<file path="config.mk">
export PLATFORM = sky130hd
export DESIGN_NAME = multicycle_controller
export DESIGN_NICKNAME = d
export VERILOG_FILES = /design/src/rtl/controller_pkg.sv /design/src/rtl/alu_decoder.sv /design/src/rtl/multicycle_controller.sv
export SDC_FILE = /design/constraint.sdc
export NUM_CORES = 1
export LEC_CHECK = 0
export ABC_AREA = 1
export BUFFER_PORTS_ARGS = -buffer_cell sky130_fd_sc_hd__buf_2
export CAP_MARGIN = 25
export CORE_MARGIN = 2
export CORE_UTILIZATION = 38
export DETAILED_ROUTE_END_ITERATION = 8
export PLACE_DENSITY = 0.74
export SYNTH_ARGS = -nofsm -noshare
export SYNTH_HDL_FRONTEND = slang
export SYNTH_SLANG_ARGS = --single-unit
</file>
<file path="constraint.sdc">
create_clock -name clk -period 1.47 [get_ports clk]
set_clock_uncertainty 0.05 [all_clocks]
set_input_delay 0.294 -clock clk [delete_from_list [all_inputs] [get_ports clk]]
set_output_delay 0.294 -clock clk [all_outputs]
set_load 0.005 [all_outputs]
</file>
<file path="src/rtl/controller_pkg.sv">
// rtl/controller_pkg.sv - shared types and encodings for the multicycle controller
//
// Purpose : state enum, opcode constants, datapath select encodings and the
//           immediate-format helper used by multicycle_controller and alu_decoder.
// Ports   : none (package).
package controller_pkg;

   typedef enum logic [3:0] {
      FETCH    = 4'd0,
      DECODE   = 4'd1,
      MEMADR   = 4'd2,
      MEMREAD  = 4'd3,
      MEMWB    = 4'd4,
      MEMWRITE = 4'd5,
      EXECUTER = 4'd6,
      EXECUTEI = 4'd7,
      ALUWB    = 4'd8,
      JAL      = 4'd9,
      BEQ      = 4'd10,
      LUI      = 4'd11
   } state_t;

   typedef logic [1:0] aluop_t;

   localparam aluop_t ALUOP_ADD   = 2'b00;
   localparam aluop_t ALUOP_SUB   = 2'b01;
   localparam aluop_t ALUOP_FUNCT = 2'b10;

   localparam logic [6:0] OP_LW  = 7'b0000011;
   localparam logic [6:0] OP_SW  = 7'b0100011;
   localparam logic [6:0] OP_R   = 7'b0110011;
   localparam logic [6:0] OP_I   = 7'b0010011;
   localparam logic [6:0] OP_JAL = 7'b1101111;
   localparam logic [6:0] OP_BEQ = 7'b1100011;
   localparam logic [6:0] OP_LUI = 7'b0110111;

   localparam logic [1:0] RES_ALUOUT    = 2'b00;
   localparam logic [1:0] RES_DATA      = 2'b01;
   localparam logic [1:0] RES_ALURESULT = 2'b10;
   localparam logic [1:0] RES_IMMEXT    = 2'b11;

   localparam logic [1:0] SRCA_PC    = 2'b00;
   localparam logic [1:0] SRCA_OLDPC = 2'b01;
   localparam logic [1:0] SRCA_A     = 2'b10;

   localparam logic [1:0] SRCB_WD   = 2'b00;
   localparam logic [1:0] SRCB_IMM  = 2'b01;
   localparam logic [1:0] SRCB_FOUR = 2'b10;

   localparam logic [2:0] ALU_ADD = 3'b000;
   localparam logic [2:0] ALU_SUB = 3'b001;
   localparam logic [2:0] ALU_AND = 3'b010;
   localparam logic [2:0] ALU_OR  = 3'b011;
   localparam logic [2:0] ALU_SLT = 3'b101;

   localparam logic [2:0] IMM_I = 3'b000;
   localparam logic [2:0] IMM_S = 3'b001;
   localparam logic [2:0] IMM_B = 3'b010;
   localparam logic [2:0] IMM_J = 3'b011;
   localparam logic [2:0] IMM_U = 3'b100;

   // Immediate format depends only on the opcode; unknown opcodes fall back to I.
   function automatic logic [2:0] imm_src_of(input logic [6:0] op);
      case (op)
         OP_SW:   imm_src_of = IMM_S;
         OP_BEQ:  imm_src_of = IMM_B;
         OP_JAL:  imm_src_of = IMM_J;
         OP_LUI:  imm_src_of = IMM_U;
         default: imm_src_of = IMM_I;
      endcase
   endfunction

endpackage

</file>
<file path="src/rtl/alu_decoder.sv">
// rtl/alu_decoder.sv - maps ALUOp/funct fields to the ALU operation code
//
// Purpose : second-level ALU decode for the multicycle controller.
// Ports   : ALUOp (2, in), funct3 (3, in), op5 (1, in, opcode bit 5),
//           funct7b5 (1, in), ALUControl (3, out).
module alu_decoder
   import controller_pkg::*;
(
   input  aluop_t     ALUOp,
   input  logic [2:0] funct3,
   input  logic       op5,
   input  logic       funct7b5,
   output logic [2:0] ALUControl
);

   always_comb begin
      ALUControl = ALU_ADD;
      case (ALUOp)
         ALUOP_SUB: ALUControl = ALU_SUB;
         ALUOP_FUNCT: begin
            case (funct3)
               // sub only for register-register ops; addi never subtracts
               3'b000:  ALUControl = (op5 & funct7b5) ? ALU_SUB : ALU_ADD;
               3'b010:  ALUControl = ALU_SLT;
               3'b110:  ALUControl = ALU_OR;
               3'b111:  ALUControl = ALU_AND;
               default: ALUControl = ALU_ADD;
            endcase
         end
         default: ALUControl = ALU_ADD;
      endcase
   end

endmodule

</file>
<file path="src/rtl/multicycle_controller.sv">
// rtl/multicycle_controller.sv - main FSM of the multicycle RISC-V datapath
//
// Purpose : sequences fetch/decode/execute/memory/writeback and drives every
//           datapath select and write enable.
// Config  : MEM_HANDSHAKE_EN - when defined, FETCH/MEMREAD/MEMWRITE wait for
//           MemReady; otherwise MemReady is ignored.
// Ports   : clk, reset_n (async, active low); op[6:0], funct3[2:0], funct7b5,
//           Zero, MemReady in; PCWrite, AdrSrc, MemWrite, MemReq, IRWrite,
//           RegWrite, ResultSrc[1:0], ALUSrcA[1:0], ALUSrcB[1:0],
//           ALUControl[2:0], ImmSrc[2:0] out.
module multicycle_controller
   import controller_pkg::*;
(
   input  logic       clk,
   input  logic       reset_n,
   input  logic [6:0] op,
   input  logic [2:0] funct3,
   input  logic       funct7b5,
   input  logic       Zero,
   input  logic       MemReady,
   output logic       PCWrite,
   output logic       AdrSrc,
   output logic       MemWrite,
   output logic       MemReq,
   output logic       IRWrite,
   output logic       RegWrite,
   output logic [1:0] ResultSrc,
   output logic [1:0] ALUSrcA,
   output logic [1:0] ALUSrcB,
   output logic [2:0] ALUControl,
   output logic [2:0] ImmSrc
);

   state_t state_q, state_d;

   aluop_t alu_op;
   logic   pc_update, branch;
   logic   mem_write_raw, mem_req_raw, ir_write_raw, reg_write_raw;
   logic   mem_ready;

`ifdef MEM_HANDSHAKE_EN
   assign mem_ready = MemReady;
`else
   logic unused_mem_ready;
   assign unused_mem_ready = MemReady;
   assign mem_ready        = 1'b1;
`endif

   always_ff @(posedge clk or negedge reset_n) begin
      if (!reset_n) state_q <= FETCH;
      else          state_q <= state_d;
   end

   always_comb begin
      state_d       = state_q;
      AdrSrc        = 1'b0;
      mem_write_raw = 1'b0;
      mem_req_raw   = 1'b0;
      ir_write_raw  = 1'b0;
      reg_write_raw = 1'b0;
      ResultSrc     = RES_ALUOUT;
      ALUSrcA       = SRCA_PC;
      ALUSrcB       = SRCB_WD;
      alu_op        = ALUOP_ADD;
      pc_update     = 1'b0;
      branch        = 1'b0;
      case (state_q)
         FETCH: begin
            mem_req_raw  = 1'b1;
            ALUSrcB      = SRCB_FOUR;
            ResultSrc    = RES_ALURESULT;
            // IR and PC only advance once the instruction word is actually there
            ir_write_raw = mem_ready;
            pc_update    = mem_ready;
            if (mem_ready) state_d = DECODE;
         end
         DECODE: begin
            ALUSrcA = SRCA_OLDPC;
            ALUSrcB = SRCB_IMM;
            case (op)
               OP_LW, OP_SW: state_d = MEMADR;
               OP_R:         state_d = EXECUTER;
               OP_I:         state_d = EXECUTEI;
               OP_JAL:       state_d = JAL;
               OP_BEQ:       state_d = BEQ;
               OP_LUI:       state_d = LUI;
               default:      state_d = FETCH;
            endcase
         end
         MEMADR: begin
            ALUSrcA = SRCA_A;
            ALUSrcB = SRCB_IMM;
            state_d = (op == OP_LW) ? MEMREAD : MEMWRITE;
         end
         MEMREAD: begin
            AdrSrc      = 1'b1;
            mem_req_raw = 1'b1;
            if (mem_ready) state_d = MEMWB;
         end
         MEMWB: begin
            ResultSrc     = RES_DATA;
            reg_write_raw = 1'b1;
            state_d       = FETCH;
         end
         MEMWRITE: begin
            AdrSrc        = 1'b1;
            mem_req_raw   = 1'b1;
            mem_write_raw = 1'b1;
            if (mem_ready) state_d = FETCH;
         end
         EXECUTER: begin
            ALUSrcA = SRCA_A;
            ALUSrcB = SRCB_WD;
            alu_op  = ALUOP_FUNCT;
            state_d = ALUWB;
         end
         EXECUTEI: begin
            ALUSrcA = SRCA_A;
            ALUSrcB = SRCB_IMM;
            alu_op  = ALUOP_FUNCT;
            state_d = ALUWB;
         end
         ALUWB: begin
            reg_write_raw = 1'b1;
            state_d       = FETCH;
         end
         JAL: begin
            ALUSrcA   = SRCA_OLDPC;
            ALUSrcB   = SRCB_FOUR;
            pc_update = 1'b1;
            state_d   = ALUWB;
         end
         BEQ: begin
            ALUSrcA = SRCA_A;
            ALUSrcB = SRCB_WD;
            alu_op  = ALUOP_SUB;
            branch  = 1'b1;
            state_d = FETCH;
         end
         LUI: begin
            ResultSrc     = RES_IMMEXT;
            reg_write_raw = 1'b1;
            state_d       = FETCH;
         end
         default: state_d = FETCH;
      endcase
   end

   // Enables are masked by reset directly so nothing writes while reset is low;
   // the selects already show FETCH values because state_q is forced to FETCH.
   assign PCWrite  = reset_n & (pc_update | (branch & Zero));
   assign IRWrite  = reset_n & ir_write_raw;
   assign RegWrite = reset_n & reg_write_raw;
   assign MemWrite = reset_n & mem_write_raw;
   assign MemReq   = reset_n & mem_req_raw;
   assign ImmSrc   = imm_src_of(op);

   alu_decoder u_alu_decoder (
      .ALUOp      (alu_op),
      .funct3     (funct3),
      .op5        (op[5]),
      .funct7b5   (funct7b5),
      .ALUControl (ALUControl)
   );

endmodule

</file>
==> out/qor.txt, run 1 <==
power density over the cells: 868 nW/um^2
CTS buffer count: 3
vias in the first global route: 807
Final setup viols: 15
drt pass-1 iters: 4
area of the multi-input gates: 536 sq um
Final TNS setup: -3.42 ns
Placed Area: 896 sq um
Worst setup SP type: flip-flop
Clk Latency, worst-skew pair: 0.22 ns
FF+latch area: 103 sq um
global-route usage over all layers: 23.9%
first-pass GRT wire length: 3370 um
Syn Nets: 123
die width: 42.8 um
maximum clock path buffer count: 2
Worst-path clk slew: 0.03 ns
fin crit period: 1.85 ns
CTS tree: done
Post-Layout Cell Count: 178
final net count: 181
chip height: 42.8 um
htree depth: 1
post-layout util: 77.3%
hold slack: 0.400 ns
HP Class: input port to flip-flop
placed cells: 166
WP data required: 1.13 ns
CTS Sinks: 4
DR iter-0 viols: 9
status: finished with violations
# diodes: 0
maxcap violations: 0
Final Slew Violations: 0
GPL Wtd Cong: 0.925
Worst Tran Pin Value: 0.200 ns
Max Freq: 540 MHz
port bufs: 31
Starting Density: 39.4%
antenna violations before repair: 0
critical path arrival: 1.51 ns
post-synthesis sequential area ratio: 17.5%
CP Class: flip-flop to output port
Vias: 864
failing checks: setup timing
wire length per cell: 12.0 um
max_slew headroom: 86.5%
Post-DP HPWL: 1360 um
Pwr Total: 0.975 mW
synth unique cells: 20
max FFs per register: 4
largest net degree at the start of global routing: 6
Post-Route WL: 2140 um
Synth Register Bits: 4
Core Footprint: 1450 sq um
post-synthesis cell area: 573 sq um
syn avg cell area: 5.41 sq um
Fin. Hold Viols: 0
CP max FO: 4
synthesized instance count: 106
via/cell ratio: 4.85
Die ar.: 1830 sq um
I/O pin total: 33
YS warnings: 0
FP Rows: 14
Leak: 0.653 nW
synthesis-to-finish area growth: 96.1%
top flop regs: state_q (4)
fill count: 100
CP Capture Type: output port
Clock Tree Root: clkbuf_4
Residual DRC: 0
Final Cell Area: 1120 sq um
setup ws final: -0.383 ns
VDD IR-drop max: 0.000973 V
RSZ-0062 raised after global routing: yes
grt ovf: 0
Post-DRT Antenna Nets: 0
fin crit share: 126%
fraction of layout cells with a size suffix above 1: 61.7%
worst slack, placed: -0.145 ns
Top reg by flops: state_q
[cells by family (layout without fill, tap and decap cells)]
group,Yosys count,after routing,share of synthesized area [%]
AO/OA/AOI/OAI,9,9,10.9
AND/OR/NAND/NOR,70,70,53.5
adder cells (fa/ha/maj),2,2,4.37
buffers and inverters,21,77,13.8
flip-flops,4,4,17.5
[layer usage]
layer	wire (um)	part of all wire [%]	vias up	track usage, %
met5	0	0	-	0
met4	29	1.4	0	7.50
met3	76	3.6	3	4.26
met2	1250	58	26	45.5
met1	787	37	397	26.2
li1	-	-	438	-
[cells in the mapped netlist, drive strengths merged]
master / number / area (sq um)
nand4: 1 / 6.26
nand3: 6 / 35.0
a21oi: 3 / 15.0
inv: 21 / 78.8
a31oi: 1 / 6.26
nand2: 35 / 134
o31ai: 1 / 7.51
nor2: 27 / 126
dfrtp: 4 / 100
o21ai: 2 / 13.8
o211ai: 2 / 20.0
ha: 2 / 25.0
nor3: 1 / 5.00
[final timing paths]
| path | start | end | slack (ns) | depth (start not counted) |
|---|---|---|---|---|
| worst min register to register | state_q[0] | state_q[0] | 0.64 | 4 |
| worst max-delay path | state_q[3] | ALUControl[1] | -0.38 | 7 |
| worst max register to register | state_q[3] | state_q[2] | 0.12 | 7 |
| worst min-delay path | op[6] | state_q[1] | 0.40 | 4 |
| min in group asynchronous | reset_n | state_q[2] | 0.44 | 2 |
| max in group asynchronous | reset_n | state_q[1] | 0.74 | 2 |
[critical path, stage by stage (launching register included)]
cell and delay (ns):
dfrtp_2 0.43, nor2_4 0.13, inv_2 0.06, nor2_4 0.14, ha_4 0.17, nand2_1 0.07, nor3_2 0.15, buf_2 0.12
[cell usage in the layout, fill, tap and decap left out, types with 2 or more instances in the layout]
cell      synthesis  final
nand3_2           1      2
buf_2             0     30
clkbuf_4          0      3
nand2_1          34     22
nand2_4           0      3
dfrtp_2           0      2
a21oi_2           0      3
buf_6             0      7
ha_4              0      2
nor2_4            2      7
nand2_2           1     10
inv_1            18     13
dfrtp_1           4      2
buf_4             0     14
nor2_2            4      4
nand3_1           5      3
nor2_1           21     16
inv_2             3      8
[layout make-up]
cell class                      instances  area share, %
Clock buffer                            3           2.00
Inverter                               21           7.02
Multi-Input combinational cell         81           47.7
Sequential cell                         4           9.13
Tap cell                               16           1.78
Timing Repair Buffer                   53           32.4
[repair_timing]
item,4_1_cts,5_1_grt
buffers inserted,6,3
pin swaps,3,11
gates cloned,0,0
hold buffers,1,0
resized for setup,23,14
setup endpoints to repair,15,17
endpoints found under the hold margin,4,0
[where the power goes]
part	internal, mW	total, mW	switching (mW)
sequential	0.130	0.146	0.0154
clock	0.0908	0.127	0.0366
combinational	0.324	0.702	0.378
Note: power is estimated with default switching activity, not from simulation.
==> inputs of run 2 (changes only) <==
CORE_AREA = 2 2 39 41   (was unset)
CORE_MARGIN = unset   (was 2)
CORE_UTILIZATION = unset   (was 38)
DIE_AREA = 0 0 41 43   (was unset)
PLACE_DENSITY = 0.79   (was 0.74)
clock period = 2.15 ns   (was 1.47 ns; I/O delays follow)
==> run 2 against run 1 <==
  * The run now ends clean
  * Final area fell by 28%
  * Worst hold slack improved by 0.094 ns
  * Non-clock buffer count fell by 20
  * Final cell count fell by 11%
  * Sequential power fell by 26%
  * Clock power fell by 27%
  * Sequential share of layout area rose by 3.4 points
  * Die area fell by 3.9%
  * Flip-flop and latch count did not move
  * Critical path depth rose by 1
  * Via count fell by 13%
  * Critical path type unchanged
  * Critical endpoint unchanged
==> out/qor.txt, run 2 (synthesized netlist as in run 1, its figures left out) <==
Final setup viols: 0 (was 15)
Clk Latency, worst-skew pair: 0.24 ns (was 0.22 ns)
Core Footprint: 1380 sq um (was 1450 sq um)
I/O pin total: 33 (unchanged)
Die ar.: 1760 sq um (was 1830 sq um)
top flop regs: state_q (4) (unchanged)
post-layout util: 58.5% (was 77.3%)
wire length per cell: 9.47 um (was 12.0 um)
Post-DRT Antenna Nets: 0 (unchanged)
Final Slew Violations: 0 (unchanged)
fraction of layout cells with a size suffix above 1: 38.7% (was 61.7%)
maxcap violations: 0 (unchanged)
fin crit share: 95.9%
hold slack: 0.494 ns (was 0.400 ns)
Leak: 0.505 nW (was 0.653 nW)
Final Cell Area: 810 sq um (was 1120 sq um)
maximum clock path buffer count: 2 (unchanged)
DR iter-0 viols: 10 (was 9)
htree depth: 1 (unchanged)
port bufs: 31 (unchanged)
CTS buffer count: 3 (unchanged)
Worst-path clk slew: 0.04 ns (was 0.03 ns)
Max Freq: 485 MHz
CTS Sinks: 4 (unchanged)
leading cell types in the layout, fill and taps excluded: 34 x nand2_1, 31 x buf_2, 20 x nor2_1 (was 30 x buf_2, 22 x nand2_1, 16 x nor2_1)
critical-path cell list: inv_2, nor2_4, inv_2, nor2_4, inv_2, ha_1, nor3_2, buf_2 (was nor2_4, inv_2, nor2_4, ha_4, nand2_1, nor3_2, buf_2)
fin crit period: 2.06 ns
VDD IR-drop max: 0.000283 V (was 0.000973 V)
max_slew headroom: 86.3% (was 86.5%)
Clock Tree Root: clkbuf_4 (unchanged)
Placed Area: 748 sq um (was 896 sq um)
FP Rows: 14 (unchanged)
via/cell ratio: 4.75 (was 4.85)
grt ovf: 0 (unchanged)
GPL Wtd Cong: 0.750 (was 0.925)
critical path's slowest cell: dfrtp_1 (was dfrtp_2)
global-route usage over all layers: 20.7% (was 23.9%)
die width: 41 um (was 42.8 um)
Worst Tran Pin Value: 0.204 ns (was 0.200 ns)
critical path arrival: 1.58 ns (was 1.51 ns)
Post-Route WL: 1500 um (was 2140 um)
antenna violations before repair: 0 (unchanged)
drt pass-1 iters: 4 (unchanged)
Post-DP HPWL: 1200 um (was 1360 um)
CTS tree: done (unchanged)
largest net degree at the start of global routing: 7 (was 6)
critical path buffer and inverter count: 4 (was 2)
chip height: 43 um (was 42.8 um)
# diodes: 0 (unchanged)
first-pass GRT wire length: 2510 um (was 3370 um)
most common cell after layout, fill and taps aside: nand2_1 (was buf_2)
max FFs per register: 4 (unchanged)
Fin. Hold Viols: 0 (unchanged)
delay-heaviest family, CP: simple AND/OR/NAND/NOR gates (unchanged)
Residual DRC: 0 (unchanged)
Top reg by flops: state_q (unchanged)
HP Class: input port to async pin (was input port to flip-flop)
CP Class: flip-flop to output port (unchanged)
power density over the cells: 573 nW/um^2 (was 868 nW/um^2)
CP max FO: 3 (was 4)
status: finished, final reports clean (was finished with violations)
Worst setup SP type: flip-flop (unchanged)
Starting Density: 41.4% (was 39.4%)
synthesis-to-finish area growth: 41.3% (was 96.1%)
critical path's most frequent cell: inv_2 (was nor2_4)
WP data required: 1.67 ns (was 1.13 ns)
CP Capture Type: output port (unchanged)
Vias: 751 (was 864)
final net count: 161 (was 181)
vias in the first global route: 639 (was 807)
slowest stage delay, CP: 0.35 ns (was 0.43 ns)
run 2: cell count changes in the layout (fill, tap and decap cells not counted), moves of 2 or more:
cell and change:
ha_4 -2, nand2_2 -9, nand2_1 +12, inv_1 +3, buf_4 -13, inv_2 -3, buf_6 -7, nand2_4 -3
a21oi_2 -3, nor2_1 +4, a21oi_1 +3, nor2_4 -4
run 2: power by group:
group / switching [mW] / total [mW] / leakage, nW / internal [mW]
Sequential: 0.0188 / 0.108 / 0.0518 / 0.0890
Combinational: 0.154 / 0.263 / 0.439 / 0.109
Clock: 0.0307 / 0.0930 / 0.0138 / 0.0624
Total: 0.203 / 0.464 / 0.505 / 0.261
run 2: through the flow:
stage / setup slack [ns] / total power, mW / TNS [ns] / std cells
finish: 0.0877 / 0.464 / 0 / 158
floorplan: 0.388 / 0.258 / 0 / 106
CTS: 0.00707 / 0.456 / 0 / 158
detailed placement: 0.197 / 0.358 / 0 / 153
global placement: 0.208 / 0.353 / 0 / 153
global route: -0.00208 / 0.511 / -0.00208 / 158
run 2: final cells by class:
type,instances,area [sq um]
clock buffer,3,22.5
tap,16,20.0
inverter,21,78.8
fill,144,574
sequential,4,101
multi-input combinational,81,414
timing repair buffer,33,173
run 2: per-layer routing:
| metal | part of all wire [%] | GRT usage [%] |
|---|---|---|
| met1 | 42 | 22.1 |
| met4 | 0.33 | 9.33 |
| met5 | 0 | 0 |
| met3 | 6.5 | 5.24 |
| met2 | 51 | 35.6 |
run 2: path summary, 6_finish.rpt:
kind | cells after the start | slack, ns | from | end
setup / recovery | 8 | 0.09 | state_q[2] | ALUControl[1]
hold / removal | 2 | 0.49 | reset_n | state_q[1]
setup reg to reg | 6 | 0.85 | state_q[2] | state_q[3]
hold reg to reg | 3 | 0.55 | state_q[3] | state_q[0]
max in group asynchronous | 2 | 1.39 | reset_n | state_q[3]
min in group clk | 4 | 0.52 | op[6] | state_q[2]
run 2: what timing repair did:
item,4_1_cts,5_1_grt
hold buffers,1,0
resized for setup,1,7
buffers inserted,1,0
setup endpoints to repair,2,2
pin swaps,0,1
endpoints found under the hold margin,4,0
